### src/rtl/esr_pkg.sv
// Shared state encoding and header constant for the event statistics reporter.
// The HDR state exists only when ESR_HEADER_EN is defined.
package esr_pkg;

    localparam logic [7:0] ESR_HDR_MAGIC = 8'hA5;

`ifdef ESR_HEADER_EN
    typedef enum logic [1:0] {
        ST_IDLE = 2'd0,
        ST_HDR  = 2'd1,
        ST_SEND = 2'd2
    } esr_state_e;
`else
    typedef enum logic [1:0] {
        ST_IDLE = 2'd0,
        ST_SEND = 2'd2
    } esr_state_e;
`endif

endpackage

### src/rtl/esr_sat_counter.sv
// Saturating event counter. A clear reloads the counter with 0 or 1 so that an
// event landing on the clear edge is kept rather than lost.
module esr_sat_counter #(
    parameter int CNT_WIDTH = 32
) (
    input  logic                 clk,
    input  logic                 arst,
    input  logic                 clr,
    input  logic                 load_one,
    input  logic                 inc,
    output logic [CNT_WIDTH-1:0] cnt
);

    logic [CNT_WIDTH-1:0] cnt_q;
    logic [CNT_WIDTH-1:0] cnt_d;

    always_comb begin
        cnt_d = cnt_q;
        if (clr) begin
            cnt_d = CNT_WIDTH'(load_one);
        end else if (inc && (cnt_q != '1)) begin
            cnt_d = cnt_q + 1'b1;
        end
    end

    always_ff @(posedge clk or posedge arst) begin
        if (arst) begin
            cnt_q <= '0;
        end else begin
            cnt_q <= cnt_d;
        end
    end

    assign cnt = cnt_q;

endmodule

### src/rtl/event_stat_reporter.sv
// Snapshots NUM_CNT saturating event counters and streams them out as WIDTH-bit
// symbols, counter 0 and MS slice first. Optional header: define ESR_HEADER_EN.
module event_stat_reporter
    import esr_pkg::*;
#(
    parameter int WIDTH     = 8,
    parameter int NUM_CNT   = 4,
    parameter int CNT_WIDTH = 32
) (
    input  logic               clk,
    input  logic               arst,
    input  logic [NUM_CNT-1:0] event_in,
    input  logic               start_harvest,
    input  logic               dout_ready,
    output logic               dout_valid,
    output logic [WIDTH-1:0]   dout,
    output logic               reporting,
    output logic [1:0]         state_dbg
);

    localparam int SPC   = CNT_WIDTH / WIDTH;
    localparam int NSYM  = NUM_CNT * SPC;
    localparam int TOT   = NUM_CNT * CNT_WIDTH;
    localparam int IDX_W = (NSYM > 1) ? $clog2(NSYM) : 1;
    localparam logic [IDX_W-1:0] LAST_IDX = IDX_W'(NSYM - 1);

    // Handshake: a symbol transfers on a rising edge where dout_valid and
    // dout_ready are both high; dout is held steady until that edge.

    esr_state_e           state_q, state_d;
    logic [TOT-1:0]       snap_q, snap_d;
    logic [IDX_W-1:0]     idx_q, idx_d;
    logic [TOT-1:0]       live_flat;
    logic [CNT_WIDTH-1:0] cnt_w [NUM_CNT];
    logic                 take;
    logic                 valid_c;
    logic [WIDTH-1:0]     dout_c;
`ifdef ESR_HEADER_EN
    logic                 hdr_q, hdr_d;
`endif

    for (genvar i = 0; i < NUM_CNT; i++) begin : g_cnt
        esr_sat_counter #(.CNT_WIDTH(CNT_WIDTH)) u_cnt (
            .clk      (clk),
            .arst     (arst),
            .clr      (take),
            .load_one (event_in[i]),
            .inc      (event_in[i]),
            .cnt      (cnt_w[i])
        );
    end

    // Counter 0 sits in the top bits so the report is a plain left shift.
    always_comb begin
        live_flat = '0;
        for (int i = 0; i < NUM_CNT; i++) begin
            live_flat[(NUM_CNT-1-i)*CNT_WIDTH +: CNT_WIDTH] = cnt_w[i];
        end
    end

    always_comb begin
        state_d = state_q;
        snap_d  = snap_q;
        idx_d   = idx_q;
        take    = 1'b0;
        valid_c = 1'b0;
        dout_c  = '0;
`ifdef ESR_HEADER_EN
        hdr_d   = hdr_q;
`endif
        case (state_q)
            ST_IDLE: begin
                if (start_harvest) begin
                    take   = 1'b1;
                    snap_d = live_flat;
                    idx_d  = '0;
`ifdef ESR_HEADER_EN
                    hdr_d   = 1'b0;
                    state_d = ST_HDR;
`else
                    state_d = ST_SEND;
`endif
                end
            end
`ifdef ESR_HEADER_EN
            ST_HDR: begin
                valid_c = 1'b1;
                dout_c  = hdr_q ? WIDTH'(NUM_CNT) : WIDTH'(ESR_HDR_MAGIC);
                if (dout_ready) begin
                    hdr_d = 1'b1;
                    if (hdr_q) begin
                        state_d = ST_SEND;
                    end
                end
            end
`endif
            ST_SEND: begin
                valid_c = 1'b1;
                dout_c  = snap_q[TOT-1 -: WIDTH];
                if (dout_ready) begin
                    snap_d = snap_q << WIDTH;
                    idx_d  = idx_q + 1'b1;
                    if (idx_q == LAST_IDX) begin
                        state_d = ST_IDLE;
                    end
                end
            end
            default: begin
                state_d = ST_IDLE;
            end
        endcase
    end

    always_ff @(posedge clk or posedge arst) begin
        if (arst) begin
            state_q <= ST_IDLE;
            snap_q  <= '0;
            idx_q   <= '0;
`ifdef ESR_HEADER_EN
            hdr_q   <= 1'b0;
`endif
        end else begin
            state_q <= state_d;
            snap_q  <= snap_d;
            idx_q   <= idx_d;
`ifdef ESR_HEADER_EN
            hdr_q   <= hdr_d;
`endif
        end
    end

    assign dout_valid = valid_c;
    assign dout       = dout_c;
    assign reporting  = (state_q != ST_IDLE);
    assign state_dbg  = state_q;

endmodule

### config.mk
export PLATFORM = sky130hd
export DESIGN_NAME = event_stat_reporter
export DESIGN_NICKNAME = d
export VERILOG_FILES = /design/src/rtl/esr_pkg.sv /design/src/rtl/esr_sat_counter.sv /design/src/rtl/event_stat_reporter.sv
export SDC_FILE = /design/constraint.sdc
export NUM_CORES = 1
export LEC_CHECK = 0
export CAP_MARGIN = 40
export CELL_PAD_IN_SITES_DETAIL_PLACEMENT = 1
export CELL_PAD_IN_SITES_GLOBAL_PLACEMENT = 2
export CORE_MARGIN = 3
export CORE_UTILIZATION = 41
export CTS_CLUSTER_SIZE = 20
export DETAILED_ROUTE_END_ITERATION = 12
export GPL_TIMING_DRIVEN = 0
export PLACE_DENSITY = 0.83
export SLEW_MARGIN = 20
export SYNTH_ARGS = -nofsm -noshare
export SYNTH_HDL_FRONTEND = slang
export SYNTH_SLANG_ARGS = --single-unit
export TNS_END_PERCENT = 5
### constraint.sdc
create_clock -name clk -period 12.78 [get_ports clk]
set_input_delay 3.195 -clock clk [delete_from_list [all_inputs] [get_ports clk]]
set_output_delay 3.195 -clock clk [all_outputs]
set_load 0.02 [all_outputs]
==> results of run 1 <==
==> layer usage <==
layer	routed length, um	global-route usage [%]
met4	798	4.57
met3	1110	2.62
met2	17000	35.4
met5	0	0
met1	19300	34.8
==> worst register-to-register path, delay by kind of cell (launching register included) <==
family                 cells  cell delay (ps)
AOI/OAI and AO/OA          2              770
buffers and inverters      5             2130
DFF                        1              430
and+or+nand+nor            2              200
==> layout make-up <==
class	count	area [um2]
Clock inverter	11	208
Inverter	17	71.3
Clock buffer	42	907
Sequential cell	261	6530
Buffer	88	369
Fill cell	3504	16000
Multi-Input combinational cell	991	6110
Timing Repair Buffer	24	275
Tap cell	396	495
==> cells by family after synthesis <==
logic type      after synthesis  synth area share (%)
xor+xnor                     35                  2.34
simple gates                505                  20.0
buf+inv                     105                  3.31
other cells                   1                0.0287
fa+ha+maj                     5                 0.479
flops                       261                  50.0
mux                         128                  9.80
compound gates              317                  14.1
==> synth_stat cells, types with 14 or more instances <==
cell type and count:
a21oi_1 77, and4_1 20, clkbuf_1 67, dfrtp_1 261, inv_1 17, mux2i_1 128, nand2_1 187, nand3_1 44
nand4_1 34, nor2_1 56, nor3_1 22, nor4_1 14, o21ai_0 169, o31ai_1 24, or3_1 47, or4_1 28
xnor2_1 29
==> state kept, by name, indices dropped and copies added, names as in the netlist <==
| signal | cells |
|---|---|
| g_cnt.u_cnt.cnt | 128 |
| idx_q | 4 |
| snap_q | 128 |
| state_dbg | 1 |
==> worst paths after layout <==
path | end | cells past startpoint
min in group asynchronous | snap_q[106] | 2
worst max register to register | snap_q[11] | 9
worst min-delay path | snap_q[124] | 2
max in group asynchronous | g_cnt[3].u_cnt.cnt[31] | 4
worst min register to register | snap_q[124] | 2
worst max-delay path | dout[7] | 5
==> through the flow <==
stage	power, W	std cells
2_1_floorplan	0.00124	1357
3_3_place_gp	0.00136	1770
3_5_place_dp	0.00138	1775
4_1_cts	0.00235	1828
5_1_grt	0.00245	1830
6_report	0.00233	1830
==> power by group <==
part           internal, W  switching [W]
logic             0.000126       0.000201
registers         0.000923       0.000115
clock network     0.000611       0.000357
==> results.md, run 1 <==
- Status: finished clean
- Clk sinks: around 260
- Residual DRC: 0
- CP dominant cell by count: clkbuf_1
- Fin Hold WS: 467 ps
- Top post-synthesis cells by area: dfrtp_1 50%, mux2i_1 9.8%, o21ai_0 6.5%
- Post-synthesis sequential area ratio: between 40% and 50%
- Distinct cell type count after synthesis: a little over 60
- Final hold violations: 0
- Post-synth EDFFs: 0
- Postcts setup bufs: 0
- Number of vias per cell: slightly below 6
- Flop2flop setup slack: just over 9000 ps
- Final Cell Area: around 15000 um2
- Final HPWL DP: about 27000 um
- Post-synth top area share: 50.0%
- HP Start: snap_q[124]
- MaxCap Viol Count: 0
- R2r startpoint: state_dbg[1]
- I/O pins: 20
- Rows: 64
- Grt ovf: 0
- Post-Syn Instances: between 1000 and 1500
- Worst min path class: flop to flop
- Commonest non-fill, non-tap cells in the layout: 261 x dfrtp_1, 187 x nand2_1, 169 x o21ai_0
- Largest net degree at the start of global routing: between 90 and 100
- # port buffers: 17
- Setup crit end kind: output port
- Initial core utilization: a little over two fifths
- # diodes: 0
- Post-place setup slack: between 6000 and 7000 ps
- DIE WIDTH: between 150 and 200 um
- Synthesized area: between 10000 and 15000 um2
- Core area: about 31000 um2
- H-tree depth: 1
- CTS Hold Buffers Added: 0
- Cells along the critical path: clkbuf_1 -> clkbuf_1 -> clkbuf_1 -> and2_1 -> clkdlybuf4s50_1
- DRT iter0 DRCs: 597
- Worst setup margin: around 6500 ps
- DR pass1 iterations: 5
- Top delay family on crit path: buffers and inverters
- Initial antenna violation count: 0
- Yosys warning count: 0
- Min Clock Period, post-route: roughly 6300 ps
- RSZ-0062 raised after global routing: false
- Async SR Flop Fraction: 100%
- Max frequency: 0.160 GHz
- Worst-margin pin slew: between 800 and 900 ps
- Vias: approximately 11000
- Vias in the first global route: between 10000 and 15000
- First-pass GRT wire length: ~63000 um
- Worst Skew: roughly 11 ps
- CTS tree: yes
- Clk_lat worst skew: 560 ps
- Crit Path Max Fanout: 10
- Fin nets: ~1400
- Headroom to the max-slew limit: 45.5%
- Buffers and inverters on the worst path: 4
- Most common cell after layout, fill and taps aside: dfrtp_1
- Clk root buf: clkbuf_16
- Final Util: roughly 48%
- P_leak: between 6 and 7 nW
- Worst Path Arrival: slightly above 3000 ps
- Area grow syn2layout: 14.5%
- Number of setup violations in the final report: 0
- Total CTS buffers: 31
- Syn Area/Cell: 9.63 um2
- WL/cell: about 21 um
- ANT nets after route: 0
- Fin. max-slew vios: 0
- FF+latch count, synth: ~260
- Worst path slowest cell: clkdlybuf4s50_1
- Die height: ~180 um
- All-layer global routing usage: roughly 23%
- Reg clk slew, reported paths: 60 ps
- WL final: around 38000 um
- Data required, critical path: approximately 9600 ps
- CP startpoint: state_dbg[1]
- Pwr Density: 156 nW/um2
- VDD IR max: roughly 0.00011 V
- Final Wtd Congestion: just over 0.8
- Placed cell area: 13800 um2
- Post_cts resized: 0
- Most area-hungry cell type in the Yosys netlist: dfrtp_1
- Critical path class: flop to output port
- Synth Flop Type: dfrtp_1
- Clock Path Buffers: 3
- Syn nets: 1370
- Period utilisation layout: between 40 and 50%
- Layout cell share with drive strength beyond 1: ~6.5%
- Die Area: 34100 um2
- CP startpoint kind: flop
- Max stage delay on crit path: roughly 620 ps
- Setup TNS: 0 ps
Power figures use the tool's default switching activity.
==> inputs of run 2 (changes only) <==
--- a/config.mk
+++ b/config.mk
@@ -9,11 +9,11 @@
 export CELL_PAD_IN_SITES_DETAIL_PLACEMENT = 1
 export CELL_PAD_IN_SITES_GLOBAL_PLACEMENT = 2
 export CORE_MARGIN = 3
-export CORE_UTILIZATION = 41
+export CORE_UTILIZATION = 37
 export CTS_CLUSTER_SIZE = 20
 export DETAILED_ROUTE_END_ITERATION = 12
 export GPL_TIMING_DRIVEN = 0
-export PLACE_DENSITY = 0.83
+export PLACE_DENSITY = 0.79
 export SLEW_MARGIN = 20
 export SYNTH_ARGS = -nofsm -noshare
 export SYNTH_HDL_FRONTEND = slang
==> constraint.sdc (replaced) <==
create_clock -name clk -period 5.62 [get_ports clk]
set_input_delay 1.405 -clock clk [delete_from_list [all_inputs] [get_ports clk]]
set_output_delay 1.405 -clock clk [all_outputs]
set_load 0.02 [all_outputs]
==> results.md, run 2 (synthesis results as in run 1) <==
- CP startpoint kind: flop
- Core area: between 30000 and 40000 um2
- Finished Layout Cells: 1897
- WHS Endpoint: snap_q[122]
- Largest net degree at the start of global routing: 33
- Status: finished clean
- Critical path class: flop to output port
- Worst setup margin: roughly 1100 ps
- Final Total Pwr: just under 0.005 W
- H-tree depth: 1
- Fin. max-slew vios: 0
- CTS Hold Buffers Added: 0
- Most common cell after layout, fill and taps aside: dfrtp_1
- Period utilisation layout: around 80%
- Worst-margin pin slew: between 800 and 900 ps
- HP Start: snap_q[122]
- CP dominant cell by count: clkbuf_1
- WL final: approximately 39000 um
- ANT nets after route: 0
- CTS tree: yes
- Reg2reg path depth: 9
- Post-place setup slack: 699 ps
- Vias in the first global route: 11200
- # diodes: 0
- Crit Path Max Fanout: 10
- WL/cell: 20.4 um
- Rows: a little under 70
- Clk sinks: 261
- Worst min path class: flop to flop
- Area grow syn2layout: 14.7%
- Flop2flop setup slack: 1960 ps
- P_leak: 6.73 nW
- DRT iter0 DRCs: approximately 560
- Reg clk slew, reported paths: about 60 ps
- Die Area: approximately 38000 um2
- DIE WIDTH: about 190 um
- R2r startpoint: state_dbg[1]
- Fin nets: around 1400
- RSZ-0062 raised after global routing: false
- Pwr Density: between 300 and 400 nW/um2
- Residual DRC: 0
- Data required, critical path: ~4200 ps
- # port buffers: 17
- Setup crit end kind: output port
- Top Layer Used: met4
- Routed met1 length: between 15000 and 20000 um
- Met3 wire len: between 1000 and 1500 um
- Clk_lat worst skew: ~540 ps
- Number of vias per cell: 5.68
- Final Wtd Congestion: around 0.8
- Max frequency: roughly 0.22 GHz
- Clock Path Buffers: 3
- Min Clock Period, post-route: 4510 ps
- All-layer global routing usage: around a fifth
- Routed wire length on met2: 17900 um
- Worst Skew: approximately 5.6 ps
- Final Cell Area: around 15000 um2
- DR pass1 iterations: 5
- WHS Path Cells: 2
- Number of setup violations in the final report: 0
- I/O pins: 20
- Placed cell area: between 10000 and 15000 um2
- Initial antenna violation count: 0
- Headroom to the max-slew limit: a little over two fifths
- Vias: about 11000
- Cells along the critical path: clkbuf_1 -> clkbuf_1 -> clkbuf_1 -> and2_1 -> clkdlybuf4s50_1
- Worst Path Arrival: between 3000 and 4000 ps
- Commonest non-fill, non-tap cells in the layout: 261 x dfrtp_1, 187 x nand2_1, 169 x o21ai_0
- Total CTS buffers: 29
- Placed instance count: ~1800
- Post_cts resized: 0
- Postcts setup bufs: 0
- Final hold violations: 0
- Layout cell share with drive strength beyond 1: about 6.2%
- Final HPWL DP: 28400 um
- Clk root buf: clkbuf_16
- Final Util: roughly 43%
- MaxCap Viol Count: 0
- Grt ovf: 0
- VDD IR max: around 0.00024 V
- Initial core utilization: 37.7%
- First-pass GRT wire length: approximately 63000 um
- Die height: 194 um
- Worst path slowest cell: clkdlybuf4s50_1
- R2R Path End: snap_q[12]
- Max stage delay on crit path: approximately 630 ps
==> run 2: cell count changes in the layout (fill, tap and decap cells not counted) <==
cell / change
bufinv_16: -6
buf_12: +7
clkbuf_1: +11
clkbuf_16: -2
inv_8: -1
clkbuf_8: -1
clkinv_2: -1
buf_16: +1
==> run 2: worst max path at each step <==
stage | start | to | slack, ps
final | state_dbg[1] | dout[7] | 1110
after floorplan | arst | g_cnt[0].u_cnt.cnt[0] | 770
after global routing | state_dbg[1] | dout[7] | 870
after global placement | arst | g_cnt[3].u_cnt.cnt[25] | -1470
after CTS | state_dbg[1] | dout[7] | 1010
after detailed placement | start_harvest | snap_q[12] | 700
==> run 2: per-layer routing <==
metal  vias up  track usage [%]
li1       5056                -
met1      5506             30.3
met4         0             4.18
met5         -                0
met2       158             32.9
met3        48             1.98
==> run 2: layout make-up <==
type / count / area (um2)
multi-input combinational: 991 / 6110
inverter: 17 / 67.6
timing repair buffer: 32 / 443
buffer: 88 / 369
fill: 3944 / 19700
clock inverter: 3 / 15.0
tap: 455 / 569
clock buffer: 50 / 885
sequential: 261 / 6530
==> run 2: power by group <==
part / total, W / internal [W] / switching, W
combinational: 0.000759 / 0.000298 / 0.000462
clock: 0.00182 / 0.00106 / 0.000761
sequential: 0.00236 / 0.00210 / 0.000257
total: 0.00493 / 0.00345 / 0.00148
==> run 2: worst max-delay path: cells and delay by family, from the launching register on <==
family                 cells  cell delay (ps)
buffers and inverters      4             1880
flip-flops                 1              430
AND/OR/NAND/NOR            1              250
==> run 2: through the flow <==
stage / hold slack (ps) / setup TNS [ps]
global route: 498 / 0
finish: 469 / 0
floorplan: 442 / 0
detailed placement: 462 / 0
CTS: 475 / 0
global placement: 455 / -374240
==> inputs of run 3 (changes only) <==
==> constraint.sdc (replaced) <==
create_clock -name clk -period 3.8 [get_ports clk]
set_input_delay 0.95 -clock clk [delete_from_list [all_inputs] [get_ports clk]]
set_output_delay 0.95 -clock clk [all_outputs]
set_load 0.02 [all_outputs]
==> results.md, run 3 (synthesis results as in run 1) <==
- Status: finished clean
- Initial antenna violation count: 0
- Max stage delay on crit path: 630 ps
- Filler Cells Inserted: roughly 3900
- Worst-margin pin slew: 840 ps
- Headroom to the max-slew limit: between 40% and 50%
- P_leak: ~6.7 nW
- Min Clock Period, post-route: 3610 ps
- Final Cell Area: ~15000 um2
- Pwr Density: ~500 nW/um2
- Worst Path Arrival: 2660 ps
- Die Area: about 38000 um2
- Number of vias per cell: roughly 5.7
- Die height: 194 um
- Clk sinks: 261
- ANT nets after route: 0
- Largest net degree at the start of global routing: 33
- Clk_lat worst skew: around 540 ps
- Cells along the critical path: clkbuf_1 -> clkbuf_2 -> and2_1 -> clkdlybuf4s50_1
- Worst min path class: flop to flop
- Period utilisation layout: a little over nine tenths
- Initial core utilization: between 30% and 40%
- First-pass GRT wire length: 63300 um
- VDD IR max: ~0.00036 V
- Top delay family on crit path: buffers and inverters
- Flop2flop setup slack: between 700 and 800 ps
- Post-place setup slack: -666 ps
- Layout cell share with drive strength beyond 1: ~6.4%
- # diodes: 0
- DIE WIDTH: 194 um
- Max frequency: 0.277 GHz
- Number of setup violations in the final report: 0
- WL/cell: 20.4 um
- Postcts setup bufs: 0
- H-tree depth: 1
- Final HPWL DP: about 28000 um
- DRT iter0 DRCs: 559
- DR pass1 iterations: 4
- Grt ovf: 0
- # port buffers: 17
- MaxCap Viol Count: 0
- Final Wtd Congestion: roughly 0.8
- Footprint of the multi-input gates: about 6100 um2
- Worst setup margin: around 190 ps
- Final hold violations: 0
- Vias in the first global route: between 10000 and 15000
- Worst Skew: 6.00 ps
- All-layer global routing usage: 20.4%
- Fin. max-slew vios: 0
- Most common cell after layout, fill and taps aside: dfrtp_1
- RSZ-0062 raised after global routing: false
- WL final: about 39000 um
- Residual DRC: 0
- Final Total Pwr: roughly 0.0073 W
- Area grow syn2layout: 14.6%
- Fin nets: 1431
- Worst path slowest cell: clkdlybuf4s50_1
- Setup crit end kind: output port
- I/O pins: 20
- CTS tree: yes
- Reg clk slew, reported paths: approximately 60 ps
- Crit Path Max Fanout: 19
- Vias: 10800
- Setup TNS: 0 ps
- Placed cell area: 14100 um2
- Commonest non-fill, non-tap cells in the layout: 261 x dfrtp_1, 187 x nand2_1, 169 x o21ai_0
- Clk root buf: clkbuf_16
- CP startpoint kind: flop
- Data required, critical path: between 2000 and 3000 ps
- Rows: 68
- Clock Path Buffers: 3
- Core area: 34700 um2
- Reg area: 6530 um2
- Buffers and inverters on the worst path: 3
- Total CTS buffers: 29
- Fin Hold WS: around 470 ps
- Critical path class: flop to output port
## run 3: cell types whose count changed in the layout (fill, tap and decap cells not counted)
cell	delta
clkbuf_1	-3
a21oi_1	-1
a21oi_2	+1
clkbuf_2	+1
## run 3: metal layers
layer	GRT usage (%)	wire (um)
met1	30.3	19200
met2	32.9	17700
met3	1.98	963
met4	4.18	661
met5	0	0
## run 3: worst paths after layout
path	endpoint	cells after the start	start
max reg2reg	snap_q[122]	7	state_dbg[1]
min reg2reg	snap_q[122]	2	snap_q[122]
min in group asynchronous	g_cnt[0].u_cnt.cnt[10]	2	arst
max	dout[7]	4	state_dbg[1]
min	snap_q[122]	2	snap_q[122]
max in group asynchronous	g_cnt[3].u_cnt.cnt[25]	6	arst
## run 3: metrics by stage
stage	util (%)	std cells
after global placement	39.8	1829
after detailed placement	40.6	1844
after CTS	43.2	1896
final	43.2	1895
after global routing	43.2	1895
after floorplan	-	1357
## run 3: area by class of cell
type	instances	area share (%)
Buffer	86	2.42
Clock buffer	50	5.90
Clock inverter	3	0.100
Inverter	17	0.451
Multi-Input combinational cell	991	40.8
Sequential cell	261	43.6
Tap cell	455	3.80
Timing Repair Buffer	32	2.96
## run 3: worst min-delay path: stages, from the launching register on
cell and delay [ps]:
dfrtp_1 330, nand2_1 40, o21ai_0 50
## run 3: where the power goes
part	switching (W)	internal [W]	total, W	leakage (nW)
Combinational	0.000680	0.000439	0.00112	2.70
Clock	0.00112	0.00156	0.00268	0.442
Sequential	0.000383	0.00310	0.00349	3.59
## run 3: timing repair
item / 4_1_cts / 5_1_grt
resized for setup: 2 / 0
endpoints found under the setup margin: 22 / 9
hold buffers: 0 / 0
